===== config.mk =====
export PLATFORM = sky130hd
export DESIGN_NAME = sobel_frame_ctrl
export DESIGN_NICKNAME = d
export VERILOG_FILES = /design/src/rtl/sobel_pkg.sv /design/src/rtl/sobel_edge_det.sv /design/src/rtl/sobel_frame_ctrl.sv
export SDC_FILE = /design/constraint.sdc
export NUM_CORES = 1
export LEC_CHECK = 0
export ABC_AREA = 1
export BUFFER_PORTS_ARGS = -buffer_cell sky130_fd_sc_hd__buf_2
export CORE_MARGIN = 2
export CORE_UTILIZATION = 62
export DETAILED_ROUTE_END_ITERATION = 6
export GPL_TIMING_DRIVEN = 0
export HOLD_SLACK_MARGIN = 0.02
export PLACE_DENSITY = 0.81
export SYNTH_ARGS = -nofsm -noshare
export SYNTH_HDL_FRONTEND = slang
export SYNTH_SLANG_ARGS = --single-unit

===== constraint.sdc =====
create_clock -name clk -period 3.6 [get_ports clk]
set_input_delay 0 -clock clk [delete_from_list [all_inputs] [get_ports clk]]
set_output_delay 0 -clock clk [all_outputs]
set_load 0.05 [all_outputs]

===== src/rtl/sobel_pkg.sv =====
// Shared types and constants for the sobel frame controller and its helpers.
package sobel_pkg;

    typedef enum logic [1:0] {
        ST_IDLE   = 2'd0,
        ST_WAIT   = 2'd1,
        ST_ACTIVE = 2'd2,
        ST_DONE   = 2'd3
    } state_t;

    // Widest supported threshold; callers slice the low DATA_WIDTH bits.
    localparam logic [31:0] DEF_THRESHOLD = 32'hFFFF_FFFF;

    // Bits needed to hold a count from 0 up to max_val inclusive.
    function automatic int cnt_width(input int max_val);
        return $clog2(max_val + 1);
    endfunction

    // True when a counter of width w can represent max_val without wrapping.
    function automatic bit cnt_fits(input int max_val, input int w);
        return (max_val < (1 << w));
    endfunction

endpackage


===== src/rtl/sobel_edge_det.sv =====
// Registered single-polarity edge detector: remembers the previous sample and
// flags a rising (DETECT_RISE=1) or falling (DETECT_RISE=0) transition.
module sobel_edge_det #(
    parameter bit DETECT_RISE = 1'b1
) (
    input  logic clk,
    input  logic reset_p,
    input  logic sig,
    output logic pulse
);

    logic prev;

    // Previous-sample register
    always_ff @(posedge clk) begin
        if (reset_p) begin
            prev <= 1'b0;
        end else begin
            prev <= sig;
        end
    end

    assign pulse = DETECT_RISE ? (sig & ~prev) : (~sig & prev);

endmodule


===== src/rtl/sobel_frame_ctrl.sv =====
// Frame controller around the sobel datapath: threshold shadowing, geometry
// check and border masking (border mask enabled by SOBEL_CTRL_BORDER_MASK_EN).
module sobel_frame_ctrl
    import sobel_pkg::*;
#(
    parameter int DATA_WIDTH = 8,
    parameter int IMG_WIDTH  = 640,
    parameter int IMG_HEIGHT = 480,
    parameter int COL_W      = 12,
    parameter int ROW_W      = 11
) (
    input  logic                  clk,
    input  logic                  reset_p,
    input  logic [DATA_WIDTH-1:0] cfg_threshold,
    input  logic                  cfg_update,
    input  logic                  in_vs,
    output logic [DATA_WIDTH-1:0] sobel_threshold,
    input  logic                  sobel_out,
    input  logic                  sobel_out_valid,
    input  logic                  sobel_out_hs,
    input  logic                  sobel_out_vs,
    output logic                  edge_out,
    output logic                  edge_valid,
    output logic                  edge_hs,
    output logic                  edge_vs,
    output logic                  frame_done,
    output logic                  size_err,
    output logic                  busy
);

    localparam logic [COL_W-1:0] COL_MAX = {COL_W{1'b1}};
    localparam logic [ROW_W-1:0] ROW_MAX = {ROW_W{1'b1}};

    state_t                  state;
    state_t                  next_state;
    logic                    in_vs_rise;
    logic                    hs_fall;
    logic                    vs_fall;
    logic                    pend_flag;
    logic [DATA_WIDTH-1:0]   pend_val;
    logic [COL_W-1:0]        col_cnt;
    logic [ROW_W-1:0]        row_cnt;
    logic                    line_err;
    logic                    frame_start;
    logic                    pix;

    sobel_edge_det #(.DETECT_RISE(1'b1)) u_in_vs_det (
        .clk(clk), .reset_p(reset_p), .sig(in_vs), .pulse(in_vs_rise)
    );
    sobel_edge_det #(.DETECT_RISE(1'b0)) u_hs_det (
        .clk(clk), .reset_p(reset_p), .sig(sobel_out_hs), .pulse(hs_fall)
    );
    sobel_edge_det #(.DETECT_RISE(1'b0)) u_vs_det (
        .clk(clk), .reset_p(reset_p), .sig(sobel_out_vs), .pulse(vs_fall)
    );

    assign frame_start = (state == ST_WAIT) && in_vs_rise;
    assign pix         = sobel_out_valid & sobel_out_hs & sobel_out_vs;

`ifdef SOBEL_CTRL_BORDER_MASK_EN
    logic border;
    // Window positions still holding padding or the previous line are blanked
    assign border = (state == ST_ACTIVE) &&
                    ((row_cnt < ROW_W'(2)) || (col_cnt < COL_W'(2)));
`endif

    // Next-state decode
    always_comb begin
        next_state = state;
        case (state)
            ST_IDLE: begin
                if (!in_vs) next_state = ST_WAIT;
                else        next_state = ST_IDLE;
            end
            ST_WAIT: begin
                if (in_vs_rise) next_state = ST_ACTIVE;
                else            next_state = ST_WAIT;
            end
            ST_ACTIVE: begin
                if (vs_fall) next_state = ST_DONE;
                else         next_state = ST_ACTIVE;
            end
            ST_DONE:  next_state = ST_WAIT;
            default:  next_state = ST_IDLE;
        endcase
    end

    // State, threshold shadow, counters and registered outputs
    always_ff @(posedge clk) begin
        if (reset_p) begin
            state           <= ST_IDLE;
            sobel_threshold <= DEF_THRESHOLD[DATA_WIDTH-1:0];
            pend_flag       <= 1'b0;
            pend_val        <= {DATA_WIDTH{1'b0}};
            col_cnt         <= {COL_W{1'b0}};
            row_cnt         <= {ROW_W{1'b0}};
            line_err        <= 1'b0;
            size_err        <= 1'b0;
            frame_done      <= 1'b0;
            busy            <= 1'b0;
            edge_out        <= 1'b0;
            edge_valid      <= 1'b0;
            edge_hs         <= 1'b0;
            edge_vs         <= 1'b0;
        end else begin
            state      <= next_state;
            busy       <= (next_state == ST_ACTIVE);
            frame_done <= (next_state == ST_DONE);

            // A same-cycle request beats the pending one at frame start
            if (frame_start) begin
                if (cfg_update)     sobel_threshold <= cfg_threshold;
                else if (pend_flag) sobel_threshold <= pend_val;
                pend_flag <= 1'b0;
            end else if (cfg_update) begin
                pend_flag <= 1'b1;
                pend_val  <= cfg_threshold;
            end

            if (frame_start) begin
                col_cnt  <= {COL_W{1'b0}};
                row_cnt  <= {ROW_W{1'b0}};
                line_err <= 1'b0;
            end else if (state == ST_ACTIVE) begin
                if (hs_fall) begin
                    if (col_cnt != COL_W'(IMG_WIDTH)) line_err <= 1'b1;
                    if (row_cnt != ROW_MAX)           row_cnt  <= row_cnt + ROW_W'(1);
                    col_cnt <= {COL_W{1'b0}};
                end else if (pix && (col_cnt != COL_MAX)) begin
                    col_cnt <= col_cnt + COL_W'(1);
                end
            end

            if (state == ST_DONE) begin
                size_err <= line_err | (row_cnt != ROW_W'(IMG_HEIGHT));
            end

            edge_valid <= sobel_out_valid;
            edge_hs    <= sobel_out_hs;
            edge_vs    <= sobel_out_vs;
`ifdef SOBEL_CTRL_BORDER_MASK_EN
            edge_out   <= sobel_out & ~border;
`else
            edge_out   <= sobel_out;
`endif
        end
    end

endmodule


### Word level (Yosys, flattened, before mapping)

Index checks and enable logic that the tools add are counted.

* flip-flop bits (word level): 51
* input bits: 16
* output and inout bits: 15
* logic and storage cells: 55

* add/subtract/negate cells: 2
* eq/ne operators: 9
* muxes and demuxes: 8
* bitwise logic cells: 10
* reduce and logical (&&, ||, !) cells: 11

Operators with widths (number)
* 12-bit two-way mux: 2
* 8-bit two-way mux: 2
* 12-bit by 1-bit adder with 12-bit output (second input constant): 1
* 12-bit by 10-bit != test with 1-bit output (second input constant): 1
* 12-bit != test (second input constant): 1
* 11-bit by 1-bit adder with 11-bit output (second input constant): 1
* 11-bit != test (second input constant): 1
* 11-bit by 9-bit != test with 1-bit output (second input constant): 1
* 2-bit == test (second input constant): 4
* 2-bit case mux with 4 select lines: 1
* 2-bit AND reduction: 3
* 3-bit AND reduction: 2
* 1-bit AND: 5
* 1-bit inverter: 4
* 2-bit nonzero test: 2
* 2-bit by 1-bit == test with 1-bit output (second input constant): 1
* 1-bit logical AND: 2
* 2-bit logical NOT: 1
* 1-bit two-way mux: 2
* 2-bit two-way mux: 1
* 2-bit OR reduction: 1
* 1-bit bitwise OR: 1

### Longest topological paths before layout

* depth after elaboration: 5
* gate-level depth with buffers: 11
* mapped depth without buffers: 10

### By module

A second synthesis with hierarchy kept.

* cell total of the unflattened synthesis: 368
* area total of the unflattened synthesis: 2557.5 um^2

Modules (own cells, without submodules)
* sobel_frame_ctrl: times used 1, cells each 354, area each 2451.1 um^2, seq. area each 1001.0 um^2
* sobel_edge_det (u_hs_det ...): times used 2, cells each 5, area each 37.5 um^2, seq. area each 20.0 um^2
* sobel_edge_det (u_in_vs_det): times used 1, cells each 4, area each 31.3 um^2, seq. area each 20.0 um^2

### Worst setup path before layout

No wires, ideal clock.

* path type: flip-flop to flip-flop
* from: reg, netlist name edge_hs
* to: reg col_cnt[11]
* setup time: 115 ps
* data arrival time: 1459 ps
* required time: 3485 ps
* path slack: 2026 ps
* cell stages (with the launch flop): 9
* buffers on the path: 1
* period minus slack after synthesis: 1574 ps
* cells stage by stage: dfxtp_1 nand2_2 nor2_8 inv_2 nand2_4 buf_6 nand2_2 nand2_1 nor2_1

RTL lines
* to (signal assigned): RTL line sobel_frame_ctrl.sv:95 `col_cnt <= {COL_W{1'b0}};`
* to (signal assigned): RTL line sobel_frame_ctrl.sv:121 `col_cnt <= {COL_W{1'b0}};`
* to (signal assigned): RTL line sobel_frame_ctrl.sv:128 `col_cnt <= {COL_W{1'b0}};`
* to (decl): RTL line sobel_frame_ctrl.sv:41 `logic [COL_W-1:0] col_cnt;`

### Worst setup path after layout

* from: reg state[1]
* to: reg pend_val[4]

* word-level cells in the longest chain between the ends: 4

RTL lines
* from (decl): RTL line sobel_frame_ctrl.sv:34 `state_t state;`
* from (signal assigned): RTL line sobel_frame_ctrl.sv:106 `state <= next_state;`
* 2-bit by 1-bit == test with 1-bit output: RTL line sobel_frame_ctrl.sv:57 `assign frame_start = (state == ST_WAIT) && in_vs_rise;`
* 1-bit logical AND: RTL line sobel_frame_ctrl.sv:57
* 1-bit inverter (no line)
* 2-bit AND reduction (no line)
* to (signal assigned): RTL line sobel_frame_ctrl.sv:94 `pend_val <= {DATA_WIDTH{1'b0}};`
* to (signal assigned): RTL line sobel_frame_ctrl.sv:117 `pend_val <= cfg_threshold;`
* to (decl): RTL line sobel_frame_ctrl.sv:40 `logic [DATA_WIDTH-1:0] pend_val;`

Every way passes these cells.
A chain may end at the register's enable or synchronous reset.

==> impl_metrics.json <==
{
  "final.setup_skew_ps": 8.296,
  "holdWs_ps": 42.97,
  "slew_headroom_pct": 73.14,
  "clock.fmax_ghz": 0.5165,
  "drv_slew": 0,
  "slowest_stage": "dlygate4sd3_1",
  "antenna_left": 0,
  "track_usage_pct": 26.15,
  "arrival_ps": 2190,
  "numCtsBuffers": 5,
  "syn-num-nets": 371,
  "r2r_cells": 9,
  "dp_hpwl_um": 3590,
  "clockRootBuffer": "clkbuf_8",
  "period_share_pct": 53.78,
  "path_cells": "inv_1, nand2_1, nor2_1, nand2_1, nand2_2, inv_2, nand2_1, a21oi_1, dlygate4sd3_1",
  "start_util_pct": 63.57,
  "yosys_register_bits": 51,
  "cts.path.max_buffers": 2,
  "overflow": 0,
  "synth.area.top_cells": "dfxtp_1 (41%), nand2_1 (13%), inv_1 (6.0%)",
  "netlist_area_mm2": 0.002506,
  "htreeDepth": 2,
  "critPathKind": "reg2reg",
  "drtPass1Iterations": 4,
  "synth_fa_ha_area_share_pct": 1.997,
  "internal-power_uw": 758.4,
  "multi_input_area_mm2": 0.001280,
  "row_count": 23,
  "routed_wl_um": 5481,
  "leakage_uw": 0.001333,
  "cp.depth": 9,
  "final_common_cell": "nand2_1",
  "switchingPower_uw": 278.5,
  "cp_slowest_stage_delay_ps": 560,
  "syn_area_per_cell_um2": 7.140,
  "drt_first_iter_violations": 160,
  "path_common_cell": "nand2_1",
  "critical-path-top-delay-family": "buffers and inverters",
  "hp-class": "in2reg",
  "hold_viol_final": 0,
  "nets": 424,
  "post-route-cell-area_mm2": 0.002972,
  "min_period_ps": 1936,
  "diodes": 0,
  "reg2reg_setup_slack_ps": 1660,
  "vias_per_cell": 5.170,
  "synth_seq_area_share_pct": 40.74,
  "cp.required_ps": 3860,
  "ys_types": 33,
  "areaGrowthSynthToFinish_pct": 18.57,
  "finalSetupTns_ps": 0,
  "mostFrequentLayoutCells": "nand2_1 (87), dfxtp_1 (51), inv_1 (40), nor2_1 (40), buf_2 (30)",
  "synth_top_family_by_area": "simple AND/OR/NAND/NOR gates",
  "place.gp.congestion": 0.8887,
  "core_area_mm2": 0.003943,
  "synth_xor_area_share_pct": 2.446,
  "final_util_pct": 75.37,
  "port_buffers": 28,
  "grt_pass1_vias": 2038,
  "swShare_pct": 26.86,
  "critPathMaxFanout": 10,
  "drc": 0,
  "netlist_instances": 351,
  "synth.top_cell.area_share_pct": 40.74,
  "hp-start": "reset_p",
  "r2r_start": "state[1]",
  "drv_cap": 0,
  "place_area_mm2": 0.002709,
  "dieHeight_um": 67.58,
  "endpoint": "pend_val[4]",
  "die-area_mm2": 0.004567,
  "powerDensity_mw_per_mm2": 348.9,
  "rsz0062_at_grt": "no",
  "num_vias": 2347,
  "status": "complete, no violations",
  "seq_area_mm2": 0.001021,
  "fp.dieW_um": 67.58,
  "pwr-share-comb_pct": 12.4,
  "ir_drop_v": 0.0002796,
  "cts_tree": "built",
  "clk_latency_ps": 300,
  "yosys_warnings": 0,
  "pin_count": 31,
  "worstSetupEndpointType": "flip-flop",
  "drive_gt1_share_pct": 16.58,
  "path_clk_slew_ps": 90,
  "grt_pass1_wl_um": 9011,
  "tightest_slew_ps": 402.9,
  "p_seq_share_pct": 56.7,
  "setup_viol": 0,
  "synthMuxAreaShare_pct": 0,
  "crit_path_start": "state[1]",
  "clock-sinks": 51,
  "path_buf_inv": 3,
  "post_drt_wl_per_cell_um": 12.07,
  "yosys.area_share.simple_pct": 35.45,
  "antenna_found_initial": 0,
  "r2r-end": "pend_val[4]",
  "grt_max_degree": 16,
  "finalPower_uw": 1037,
  "synth_compound_area_share_pct": 11.18,
  "yosysTopAreaCell": "dfxtp_1",
  "power.share.clock_pct": 30.9,
  "fillers": 297,
  "cp-start-kind": "flip-flop"
}
==> cells by family (layout without fill, tap and decap cells) <==
group	after synthesis	after routing
and+or+nand+nor	190	190
buffers and inverters	51	104
xor gates and xnor gates	7	7
adders and majority gates	4	4
DFF	51	51
AOI/OAI and AO/OA	48	48
==> layer usage <==
metal	track usage, %	wire length [um]
met1	32.92	2463
met2	43.50	2662
met3	6.167	259
met4	9.184	97
met5	0	0
==> power groups by stage <==
stage / Sequential, uW / Combinational [uW] / Clock [uW]
after floorplan: 626 / 56.0 / 0
after global placement: 600 / 109 / 0
after detailed placement: 601 / 110 / 0
after CTS: 588 / 125 / 325
after global routing: 591 / 140 / 345
final: 588 / 128 / 321
==> worst min-delay path by stage <==
stage,slack [ps],cells past startpoint,end
6_report,40,2,frame_done
5_1_grt,40,2,frame_done
4_1_cts,30,2,frame_done
3_5_place_dp,210,3,edge_out
3_3_place_gp,200,3,edge_out
2_1_floorplan,110,2,edge_out
==> synth_stat cells, drive strengths merged <==
master  instances
o211ai          8
nand2          96
a41oi           1
clkinv          1
nor3            7
nand3          29
a21oi          27
dfxtp          51
a211oi          1
o21bai          1
buf             4
nand3b          2
clkbuf          2
nor4            1
o21ai          10
ha              4
nor2           44
xor2            7
or2             7
inv            44
nor3b           1
nand4           3
==> state kept, by name, indices dropped and copies added, names as in the netlist, 2 cells and up <==
register	cells
pend_val	8
row_cnt	11
col_cnt	12
sobel_threshold	8
state	2
==> cell type report <==
class | count | area share [%]
Clock buffer | 5 | 2.316
Timing Repair Buffer | 46 | 10.78
Tap cell | 50 | 2.105
Clock inverter | 2 | 0.4632
Sequential cell | 51 | 34.36
Inverter | 45 | 5.684
Multi-Input combinational cell | 249 | 43.07
Buffer | 6 | 1.221
==> stage by stage <==
stage,std cells,worst slack [ps]
after floorplan,351,2026
after global placement,429,2052
after detailed placement,429,2003
after CTS,454,1735
after global routing,454,1546
final,454,1664
==> timing repair <==
action	CTS	global route
setup buffers	0	0
endpoints found under the hold margin	18	0
hold buffers	18	0
gates resized for setup	0	0
setup endpoints to repair	0	0
Note: power is estimated with default switching activity, not from simulation.
